**src/rtl/latch_shift_reader.sv**
```systemverilog
// Pi-side serial reader for the TI/Pi byte latches: snapshots one selected byte on a
// load strobe and shifts it out MSB (bit 0) first, one bit per Pi shift-clock rise.
module latch_shift_reader #(
  parameter int SYNC_STAGES = 2,
  parameter int NBITS       = 8
) (
  input  logic             clk,
  input  logic             rst_n,
  input  logic [0:NBITS-1] td_in,
  input  logic [0:NBITS-1] tc_in,
  input  logic [0:NBITS-1] rd_in,
  input  logic [0:NBITS-1] rc_in,
  input  logic [1:0]       r_reg,
  input  logic             r_le,
  input  logic             r_clk,
  output logic             r_dout,
  output logic             busy,
  output logic             done
);

  localparam int CNT_W = ($clog2(NBITS) > 0) ? $clog2(NBITS) : 1;
  localparam logic [CNT_W-1:0] LAST_BIT = CNT_W'(NBITS - 1);

  typedef enum logic {
    IDLE  = 1'b0,
    SHIFT = 1'b1
  } state_t;

  // Pi pin synchronizers plus one edge-detect flop per strobe
  logic [SYNC_STAGES-1:0] le_sync_q;
  logic [SYNC_STAGES-1:0] clk_sync_q;
  logic [1:0]             sel_sync_q [SYNC_STAGES];
  logic                   le_prev_q;
  logic                   clk_prev_q;

  logic       le_s;
  logic       clk_s;
  logic [1:0] sel_s;
  logic       le_rise;
  logic       clk_rise;

  always_ff @(posedge clk) begin
    if (!rst_n) begin
      le_sync_q  <= '0;
      clk_sync_q <= '0;
      le_prev_q  <= 1'b0;
      clk_prev_q <= 1'b0;
      for (int i = 0; i < SYNC_STAGES; i++) begin
        sel_sync_q[i] <= '0;
      end
    end else begin
      // NOTE: non-blocking assignments let every stage sample its predecessor's old
      // value, so the chain really is SYNC_STAGES flops deep regardless of order.
      le_sync_q     <= {le_sync_q[SYNC_STAGES-2:0], r_le};
      clk_sync_q    <= {clk_sync_q[SYNC_STAGES-2:0], r_clk};
      le_prev_q     <= le_s;
      clk_prev_q    <= clk_s;
      sel_sync_q[0] <= r_reg;
      for (int i = 1; i < SYNC_STAGES; i++) begin
        sel_sync_q[i] <= sel_sync_q[i-1];
      end
    end
  end

  assign le_s     = le_sync_q[SYNC_STAGES-1];
  assign clk_s    = clk_sync_q[SYNC_STAGES-1];
  assign sel_s    = sel_sync_q[SYNC_STAGES-1];
  assign le_rise  = le_s & ~le_prev_q;
  assign clk_rise = clk_s & ~clk_prev_q;

  // Byte selected by the synchronized register select
  logic [0:NBITS-1] load_byte;

  always_comb begin
    load_byte = td_in;
    case (sel_s)
      2'd0: load_byte = td_in;
      2'd1: load_byte = tc_in;
      2'd2: load_byte = rd_in;
      2'd3: load_byte = rc_in;
      default: load_byte = td_in;
    endcase
  end

  state_t           state_q, state_d;
  logic [0:NBITS-1] sreg_q, sreg_d;
  logic [CNT_W-1:0] cnt_q, cnt_d;
  logic             done_d;

  always_comb begin
    // NOTE: every variable gets a default before the case so no path leaves one
    // unassigned, which would otherwise infer a latch.
    state_d = state_q;
    sreg_d  = sreg_q;
    cnt_d   = cnt_q;
    done_d  = 1'b0;
    case (state_q)
      IDLE: begin
        if (le_rise) begin
          sreg_d  = load_byte;
          cnt_d   = '0;
          state_d = SHIFT;
        end
      end
      SHIFT: begin
        // A load in the same cycle as a shift restarts the frame; the shift is dropped
        if (le_rise) begin
          sreg_d = load_byte;
          cnt_d  = '0;
        end else if (clk_rise) begin
          if (cnt_q == LAST_BIT) begin
            sreg_d  = '0;
            cnt_d   = '0;
            state_d = IDLE;
            done_d  = 1'b1;
          end else begin
            sreg_d = {sreg_q[1:NBITS-1], 1'b0};
            cnt_d  = cnt_q + CNT_W'(1);
          end
        end
      end
      default: state_d = IDLE;
    endcase
  end

  // Outputs are registered from next-state values so they move with the frame state
  always_ff @(posedge clk) begin
    if (!rst_n) begin
      state_q <= IDLE;
      sreg_q  <= '0;
      cnt_q   <= '0;
      r_dout  <= 1'b0;
      busy    <= 1'b0;
      done    <= 1'b0;
    end else begin
      state_q <= state_d;
      sreg_q  <= sreg_d;
      cnt_q   <= cnt_d;
      r_dout  <= sreg_d[0];
      busy    <= (state_d == SHIFT);
      done    <= done_d;
    end
  end

endmodule
```
**config.mk**
```make
export PLATFORM = sky130hd
export DESIGN_NAME = latch_shift_reader
export DESIGN_NICKNAME = d
export VERILOG_FILES = /design/src/rtl/latch_shift_reader.sv
export SDC_FILE = /design/constraint.sdc
export NUM_CORES = 1
export LEC_CHECK = 0
export CAP_MARGIN = 20
export CORE_AREA = 4 4 46 69
export CTS_BUF_LIST = sky130_fd_sc_hd__clkbuf_4 sky130_fd_sc_hd__clkbuf_8 sky130_fd_sc_hd__clkbuf_16
export CTS_CLUSTER_SIZE = 14
export DETAILED_ROUTE_END_ITERATION = 10
export DIE_AREA = 0 0 50 73
export PLACE_DENSITY = 0.87
export SETUP_SLACK_MARGIN = 0.02
export SLEW_MARGIN = 20
export SYNTH_ARGS = -nofsm -noshare
export SYNTH_HDL_FRONTEND = slang
export SYNTH_SLANG_ARGS = --single-unit
```
**constraint.sdc**
```tcl
create_clock -name clk -period 2 [get_ports clk]
set_clock_uncertainty 0.15 [all_clocks]
set_input_delay 0.3 -clock clk [delete_from_list [all_inputs] [get_ports clk]]
set_output_delay 0.3 -clock clk [all_outputs]
set_load 0.1 [all_outputs]
```
After elaboration in Yosys (flattened, before gate mapping) --
Memories as Yosys holds them, arrays and structs flattened. Index checks and enable logic that the tools add are counted.
Storage, ports and cells: word-level logic and storage cells 52, flip-flop bits (word level) 19, RAM bits 4, bits in latches 0, ROM bits 0, input bits 38, memories kept 1
Memory list:
- sel_sync_q | words 2, width 2, read ports 2, clocked after Yosys merged registers in 0, write ports 2, RTL line 32 | logic [1:0] sel_sync_q [SYNC_STAGES];
Operators by class: $lt $le $gt $ge 0, divide/modulo/power cells 0, bitwise logic cells 9, shifts and indexed selects 0, $mul 0, equal/unequal tests 7, reductions and logical operators 4, add/sub/neg operators 1, muxes and demuxes 21
Operator list (number):
- $mux 8 | 4
- $pmux 8 s4 | 1
- $pmux 8 s2 | 1
- $mux 3 | 4
- $mux 1 | 7
- $pmux 3 s2 | 1
- $not 1->1 | 5
- $eq 2x2->1 const B | 2
- $mux 2 | 2
- $reduce_and 2->1 | 2
- $reduce_or 4->1 | 1
- $add 3x1->3 const B | 1
- $eq 3x3->1 const B | 1
- $ne 3x3->1 const B | 1
- $and 1x1->1 | 2
- $eq 2x1->1 const B | 1
- $logic_not 2->1 | 1
- $ne 2x1->1 const B | 1
- $ne 2x2->1 const B | 1
- $or 1x1->1 | 2
- $pmux 1 s2 | 1

Logic depth before layout (Yosys ltp) --
Gate-level depths: netlist of the first run.
depth after elaboration 5, mapped depth 6

Worst setup path after synthesis of the first run --
No wires, ideal clock.
path type register to register, start register state_q, end register sreg_q[0] (netlist name), required time 1723 ps, clock period less this slack 2015 ps, path slack -15 ps, data arrival time 1739 ps, stages on the path, launching flop included 6, cell sequence dfxtp_1 > and3b_1 > buf_4 > buf_6 > mux2i_1 > o22ai_1
On the way: cells in the longest elaborated chain, start to end 3, elaborated cells between the ends (all ways) 5, those cells by class eq/ne (2); mux (1); bitwise (1); reduce/logical (1)
RTL lines:
- from (decl) | RTL line 85 | state_t state_q, state_d;
- from (signal assigned) | RTL line 136 | state_q <= state_d;
- $not 1->1 (no source line)
- $ne 2x1->1 (no source line)
- $reduce_and 2->1 (no source line)
- to (signal assigned) | RTL line 137 | sreg_q <= sreg_d;
- to (decl) | RTL line 86 | logic [0:NBITS-1] sreg_q, sreg_d;
Several ways; a longest one is shown, not always the timed one. A chain may end at the register's enable or synchronous reset.

==> results of run 1 <==
==> layout by cell type (no fill, tap or decap), drive strengths merged <==
master / instances
mux4: 8
nand3b: 1
clkbuf: 3
mux2i: 10
inv: 9
and2: 10
nand2: 2
dfxtp: 23
clkdlybuf4s50: 37
nor3b: 1
clkinv: 1
buf: 5
a21oi: 1
and3b: 1
nor2: 4
nor2b: 9
nand2b: 1
ha: 2
o22ai: 7
o32ai: 1
==> metrics by stage <==
stage	total power [mW]	utilization	worst slack (ns)	hold WS, ns	std cells
floorplan	0.567	-	0.318	0.262	97
global route	0.964	0.584	0.197	0.304	173
finish	0.924	0.584	0.360	0.285	173
detailed placement	0.651	0.567	0.289	0.272	169
global placement	0.646	0.567	0.361	0.268	169
CTS	0.929	0.584	0.336	0.290	173
==> state kept, by name, summed over array words and instances, names as in the netlist <==
| signal | count |
|---|---|
| sreg_q | 8 |
| le_prev_q | 1 |
| done | 1 |
| state_q | 1 |
| cnt_q | 3 |
| le_sync_q | 2 |
| sel_sync_q | 4 |
| clk_sync_q | 2 |
| clk_prev_q | 1 |
==> critical path, delay by kind of cell, from the launching register on <==
family                 cells  cell delay [ns]
DFF                        1             0.64
AOI/OAI and AO/OA          1             0.08
buffers and inverters      1             0.08
muxes                      1             0.58
==> worst max-delay path by stage <==
| stage | to | slack, ns |
|---|---|---|
| 2_1_floorplan | sreg_q[0]$_SDFFE_PN0P_ | 0.32 |
| 3_3_place_gp | sreg_q[1]$_SDFFE_PN0P_ | 0.36 |
| 3_5_place_dp | sreg_q[1]$_SDFFE_PN0P_ | 0.29 |
| 4_1_cts | sreg_q[6]$_SDFFE_PN0P_ | 0.34 |
| 5_1_grt | sreg_q[1]$_SDFFE_PN0P_ | 0.20 |
| 6_report | sreg_q[6]$_SDFFE_PN0P_ | 0.36 |
==> cell type report <==
| type | count | share of cell area |
|---|---|---|
| clock buffer | 3 | 0.0270 |
| multi-input combinational | 58 | 0.349 |
| inverter | 9 | 0.0221 |
| tap | 37 | 0.0303 |
| timing repair buffer | 42 | 0.267 |
| sequential | 23 | 0.302 |
| clock inverter | 1 | 0.00327 |
==> metal layers <==
metal | part of all wire | GRT usage
met1 | 0.33 | 0.136
met2 | 0.58 | 0.247
met3 | 0.059 | 0.0327
met4 | 0.039 | 0.102
met5 | 0 | 0
==> synthesized netlist by cell type <==
library cell	count	area, µm²
dfxtp_1	23	460
and2_1	10	62.6
mux2i_1	10	100
inv_1	9	33.8
nor2b_1	9	56.3
mux4_2	8	180
o22ai_1	7	43.8
nor2_1	4	15.0
buf_6	2	22.5
clkbuf_1	2	7.51
ha_1	2	25.0
nand2_1	2	7.51
a21oi_1	1	5.00
and3b_1	1	8.76
buf_2	1	5.00
buf_4	1	7.51
clkbuf_2	1	5.00
nand2b_1	1	6.26
nand3b_1	1	7.51
nor3b_1	1	7.51
o32ai_1	1	8.76
==> kinds of logic after synthesis <==
logic type | count (synthesis) | synth area share
simple gates | 29 | 0.159
compound gates | 9 | 0.0535
flops | 23 | 0.428
mux | 18 | 0.260
fa+ha+maj | 2 | 0.0233
buf+inv | 16 | 0.0756
==> power groups by stage <==
stage | sequential, mW | clock (mW) | combinational [mW]
2_1_floorplan | 0.503 | 0 | 0.0641
3_3_place_gp | 0.495 | 0 | 0.151
3_5_place_dp | 0.496 | 0 | 0.155
4_1_cts | 0.485 | 0.287 | 0.157
5_1_grt | 0.488 | 0.309 | 0.167
6_report | 0.485 | 0.284 | 0.155
==> impl_metrics.env, run 1 <==
export IMPL_fin_nets=177
export IMPL_power_internal_mw=0.718
export IMPL_fill_cells=211
export IMPL_ir_worst_vdd_mv=0.534
export IMPL_holdPathStages=1
export IMPL_avgSynthCellArea_um2=11.1
export IMPL_grt_pass1_vias=865
export IMPL_syn_inst=97
export IMPL_cts_buffers=3
export IMPL_powerDensity_nw_per_um2=604
export IMPL_rrSetupSlack_ns=0.36
export IMPL_drv_cap=0
export IMPL_seq_area_um2=462
export IMPL_critPathMaxStageDelay_ns=0.64
export IMPL_ys_seq_area_frac=0.428
export IMPL_hold_violations=0
export IMPL_grt_use_total=0.139
export IMPL_vias_per_cell=4.99
export IMPL_cts_max_level=1
export IMPL_drv_slew=0
export IMPL_syn_area_um2=1080
export IMPL_crit_required_ns=2.00
export IMPL_worstReg2RegStart="sel_sync_q[0][2]$_SDFF_PN0_"
export IMPL_rsz0062_at_grt="no"
export IMPL_first_pass_iters=4
export IMPL_yosys_warnings=0
export IMPL_drc=0
export IMPL_die_x_um=50
export IMPL_cp_max_fo=8
export IMPL_core_um2=2620
export IMPL_clk_latency_ns=0.26
export IMPL_portBuffers=40
export IMPL_tightest_slew_ns=0.592
export IMPL_crit_path_end_kind="flip-flop"
export IMPL_ys_types=21
export IMPL_timing_rr_end="sreg_q[6]$_SDFFE_PN0P_"
export IMPL_num_vias=864
export IMPL_min_path_type="flip-flop to flip-flop"
export IMPL_cts_hold_buf=0
export IMPL_clkPwrFrac=0.307
export IMPL_whs_endpoint="le_sync_q[1]$_SDFF_PN0_"
export IMPL_drt_iter0_drc=32
export IMPL_final_cell_area_um2=1530
export IMPL_clkSinkCount=23
export IMPL_setup_viol=0
export IMPL_cts_root_buf="clkbuf_8"
export IMPL_maxClockFrequency_mhz=610
export IMPL_gp_congestion=0.690
export IMPL_layout_min_cycle_time_ns=1.64
export IMPL_wirelength_mm=2.27
export IMPL_cp_data_arrival_time_ns=1.64
export IMPL_ys_ff_latch=23
export IMPL_num_antenna_cells=0
export IMPL_die_area_um2=3650
export IMPL_combPwrFrac=0.168
export IMPL_crit_chain="mux4_2, inv_1, o22ai_1"
export IMPL_grt_pass1_wl_mm=3.75
export IMPL_setup_tns_ns=0
export IMPL_critPathLaunch="sel_sync_q[0][2]$_SDFF_PN0_"
export IMPL_multi_input_area_um2=534
export IMPL_antenna_found_initial=0
export IMPL_switching_power_mw=0.205
export IMPL_initial_core_util=0.411
export IMPL_grt_ovfl_total=0
export IMPL_drive_gt1_frac=0.132
export IMPL_synth_nets=137
export IMPL_crit_type="flip-flop to flip-flop"
export IMPL_placed_area_um2=1480
export IMPL_power_switching_share=0.222
export IMPL_reg2regPathDepth=3
export IMPL_slew_headroom=0.605
export IMPL_cp_start_kind="flip-flop"
export IMPL_rows=23
export IMPL_outcome="completed"
export IMPL_syn_to_final_growth_pct=42.2
export IMPL_power_frac_seq=0.525
export IMPL_cts_tree="built"
export IMPL_cts_max_path_buffers=2
export IMPL_cp_slowest_cell="dfxtp_1"
export IMPL_boundaryPins=41
export IMPL_dp_hpwl_mm=1.87
export IMPL_drt_wirelength_per_cell_um=13.1
export IMPL_post_cts_buffers=0
export IMPL_ant_nets=0
export IMPL_die_h_um=73
export IMPL_post_cts_resized=0
export IMPL_p_leak_nw=0.596
export IMPL_holdCritStartpoint="le_sync_q[0]$_SDFF_PN0_"
export IMPL_period_share=0.820
export IMPL_grt_max_degree=14
export IMPL_path_clk_slew_ns=0.08
Note: power is estimated with default switching activity, not from simulation.
==> run 2: changes to the inputs <==
==> constraint.sdc (replaced) <==
create_clock -name clk -period 1.6 [get_ports clk]
set_clock_uncertainty 0.15 [all_clocks]
set_input_delay 0.24 -clock clk [delete_from_list [all_inputs] [get_ports clk]]
set_output_delay 0.24 -clock clk [all_outputs]
set_load 0.1 [all_outputs]
==> impl_metrics.env, run 2 (synthesis gave the netlist of run 1 again) <==
export IMPL_tightest_slew_ns=0.351
export IMPL_crit_cells=4
export IMPL_regMostFlops="sreg_q"
export IMPL_timing_rr_end="sreg_q[6]$_SDFFE_PN0P_"
export IMPL_whs_endpoint="sel_sync_q[0][3]$_SDFF_PN0_"
export IMPL_period_share=0.896
export IMPL_gp_congestion=0.760
export IMPL_grt_pass1_wl_mm=3.81
export IMPL_final_cell_mix="37 x clkdlybuf4s50_1, 22 x dfxtp_1, 10 x mux2i_1, 10 x and2_1"
export IMPL_crit_path_end_kind="flip-flop"
export IMPL_grt_ovfl_total=0
export IMPL_cts_max_level=1
export IMPL_maxClockFrequency_mhz=697
export IMPL_cts_max_path_buffers=2
export IMPL_portBuffers=40
export IMPL_num_antenna_cells=0
export IMPL_initial_core_util=0.411
export IMPL_hold_violations=0
export IMPL_path_clk_slew_ns=0.08
export IMPL_die_h_um=73
export IMPL_first_pass_iters=4
export IMPL_cp_slowest_cell="mux4_2"
export IMPL_path_buf_inv=2
export IMPL_layout_min_cycle_time_ns=1.43
export IMPL_die_area_um2=3650
export IMPL_clk_latency_ns=0.28
export IMPL_vias_per_cell=4.99
export IMPL_cp_start_kind="flip-flop"
export IMPL_rrSetupSlack_ns=0.17
export IMPL_num_vias=878
export IMPL_grt_max_degree=15
export IMPL_setup_tns_ns=0
export IMPL_drc=0
export IMPL_whs_ns=0.290
export IMPL_rsz0062_at_grt="no"
export IMPL_largest_reg_flops=8
export IMPL_die_x_um=50
export IMPL_syn_to_final_growth_pct=49.7
export IMPL_p_leak_nw=0.616
export IMPL_ant_nets=0
export IMPL_ir_worst_vdd_mv=0.772
export IMPL_critPathMaxStageDelay_ns=0.49
export IMPL_drive_gt1_frac=0.158
export IMPL_powerDensity_nw_per_um2=739
export IMPL_holdCritStartpoint="sel_sync_q[0][1]$_SDFF_PN0_"
export IMPL_core_um2=2620
export IMPL_reg_largest_list="sreg_q x8, sel_sync_q x4, cnt_q x3"
export IMPL_boundaryPins=41
export IMPL_setup_viol=0
export IMPL_cts_tree="built"
export IMPL_fin_nets=180
export IMPL_crit_chain="buf_12, mux4_2, inv_1, o22ai_1"
export IMPL_antenna_found_initial=0
export IMPL_outcome="completed"
export IMPL_holdPathStages=1
export IMPL_clkSinkCount=23
export IMPL_layout_commonest_cell="clkdlybuf4s50_1"
export IMPL_reg2regPathDepth=4
export IMPL_crit_required_ns=1.60
export IMPL_cts_buffers=3
export IMPL_cp_data_arrival_time_ns=1.44
export IMPL_drv_slew=0
export IMPL_cts_root_buf="clkbuf_8"
export IMPL_worstReg2RegStart="sel_sync_q[0][2]$_SDFF_PN0_"
export IMPL_wirelength_mm=2.46
export IMPL_cts_hold_buf=0
export IMPL_grt_use_total=0.142
export IMPL_crit_type="flip-flop to flip-flop"
export IMPL_drv_cap=0
export IMPL_rows=23
export IMPL_dp_hpwl_mm=2.04
export IMPL_min_path_type="flip-flop to flip-flop"
export IMPL_cp_max_fo=8
export IMPL_drt_iter0_drc=11
export IMPL_slew_headroom=0.765
export IMPL_critPathTopFamily="multiplexers"
export IMPL_drt_wirelength_per_cell_um=14.0
export IMPL_grt_pass1_vias=939
## run 2: worst reg2reg max path, cell delays in order, from the launching register on
cell     delay [ns]
dfxtp_1        0.37
buf_12         0.15
mux4_2         0.49
inv_1          0.09
o22ai_1        0.08
## run 2: how the worst max path moves through the flow
stage / end / slack, ns / start
after floorplan: sreg_q[0]$_SDFFE_PN0P_ / 0.08 / state_q$_SDFF_PN0_
after global placement: sreg_q[5]$_SDFFE_PN0P_ / 0.08 / rc_in[5]
after detailed placement: sreg_q[5]$_SDFFE_PN0P_ / 0.05 / rd_in[5]
after CTS: sreg_q[4]$_SDFFE_PN0P_ / 0.08 / cnt_q[0]$_SDFFE_PN0P_
after global routing: sreg_q[4]$_SDFFE_PN0P_ / 0.07 / cnt_q[0]$_SDFFE_PN0P_
final: sreg_q[6]$_SDFFE_PN0P_ / 0.17 / sel_sync_q[0][2]$_SDFF_PN0_
## run 2: area by class of cell
type / instances / area, µm²
multi-input cells: 58 / 537
flip-flops and latches: 23 / 464
inverters: 9 / 33.8
clock buffers: 3 / 41.3
clock inverters: 1 / 7.51
well taps: 37 / 46.3
fillers: 204 / 1010
repair buffers: 45 / 480
## run 2: stage by stage
stage	utilization	power, mW	cell area, µm²	std cells	setup slack, ns
3_5_place_dp	0.595	0.831	1560	172	0.0499
6_report	0.615	1.19	1610	176	0.166
2_1_floorplan	-	0.708	1080	97	0.0770
5_1_grt	0.615	1.23	1610	176	0.0705
4_1_cts	0.614	1.20	1610	176	0.0757
3_3_place_gp	0.595	0.822	1560	172	0.0838
## run 2: where the power goes
part,internal (mW),total (mW),leakage [nW],switching (mW)
Combinational,0.145,0.213,0.406,0.0685
Clock,0.177,0.373,0.0217,0.196
Sequential,0.592,0.604,0.189,0.0121
Total,0.913,1.19,0.616,0.277
## run 2: layer usage
metal | global-route usage | wire (µm) | up-vias
met5 | 0 | 0 | -
met4 | 0.108 | 83 | 0
met3 | 0.0286 | 127 | 7
met2 | 0.279 | 1440 | 33
met1 | 0.118 | 813 | 422
li1 | - | - | 416
## run 2: repair_timing
action | 4_1_cts | 5_1_grt
setup endpoints to repair | 0 | 7
resized for setup | 0 | 1
setup buffers | 0 | 0
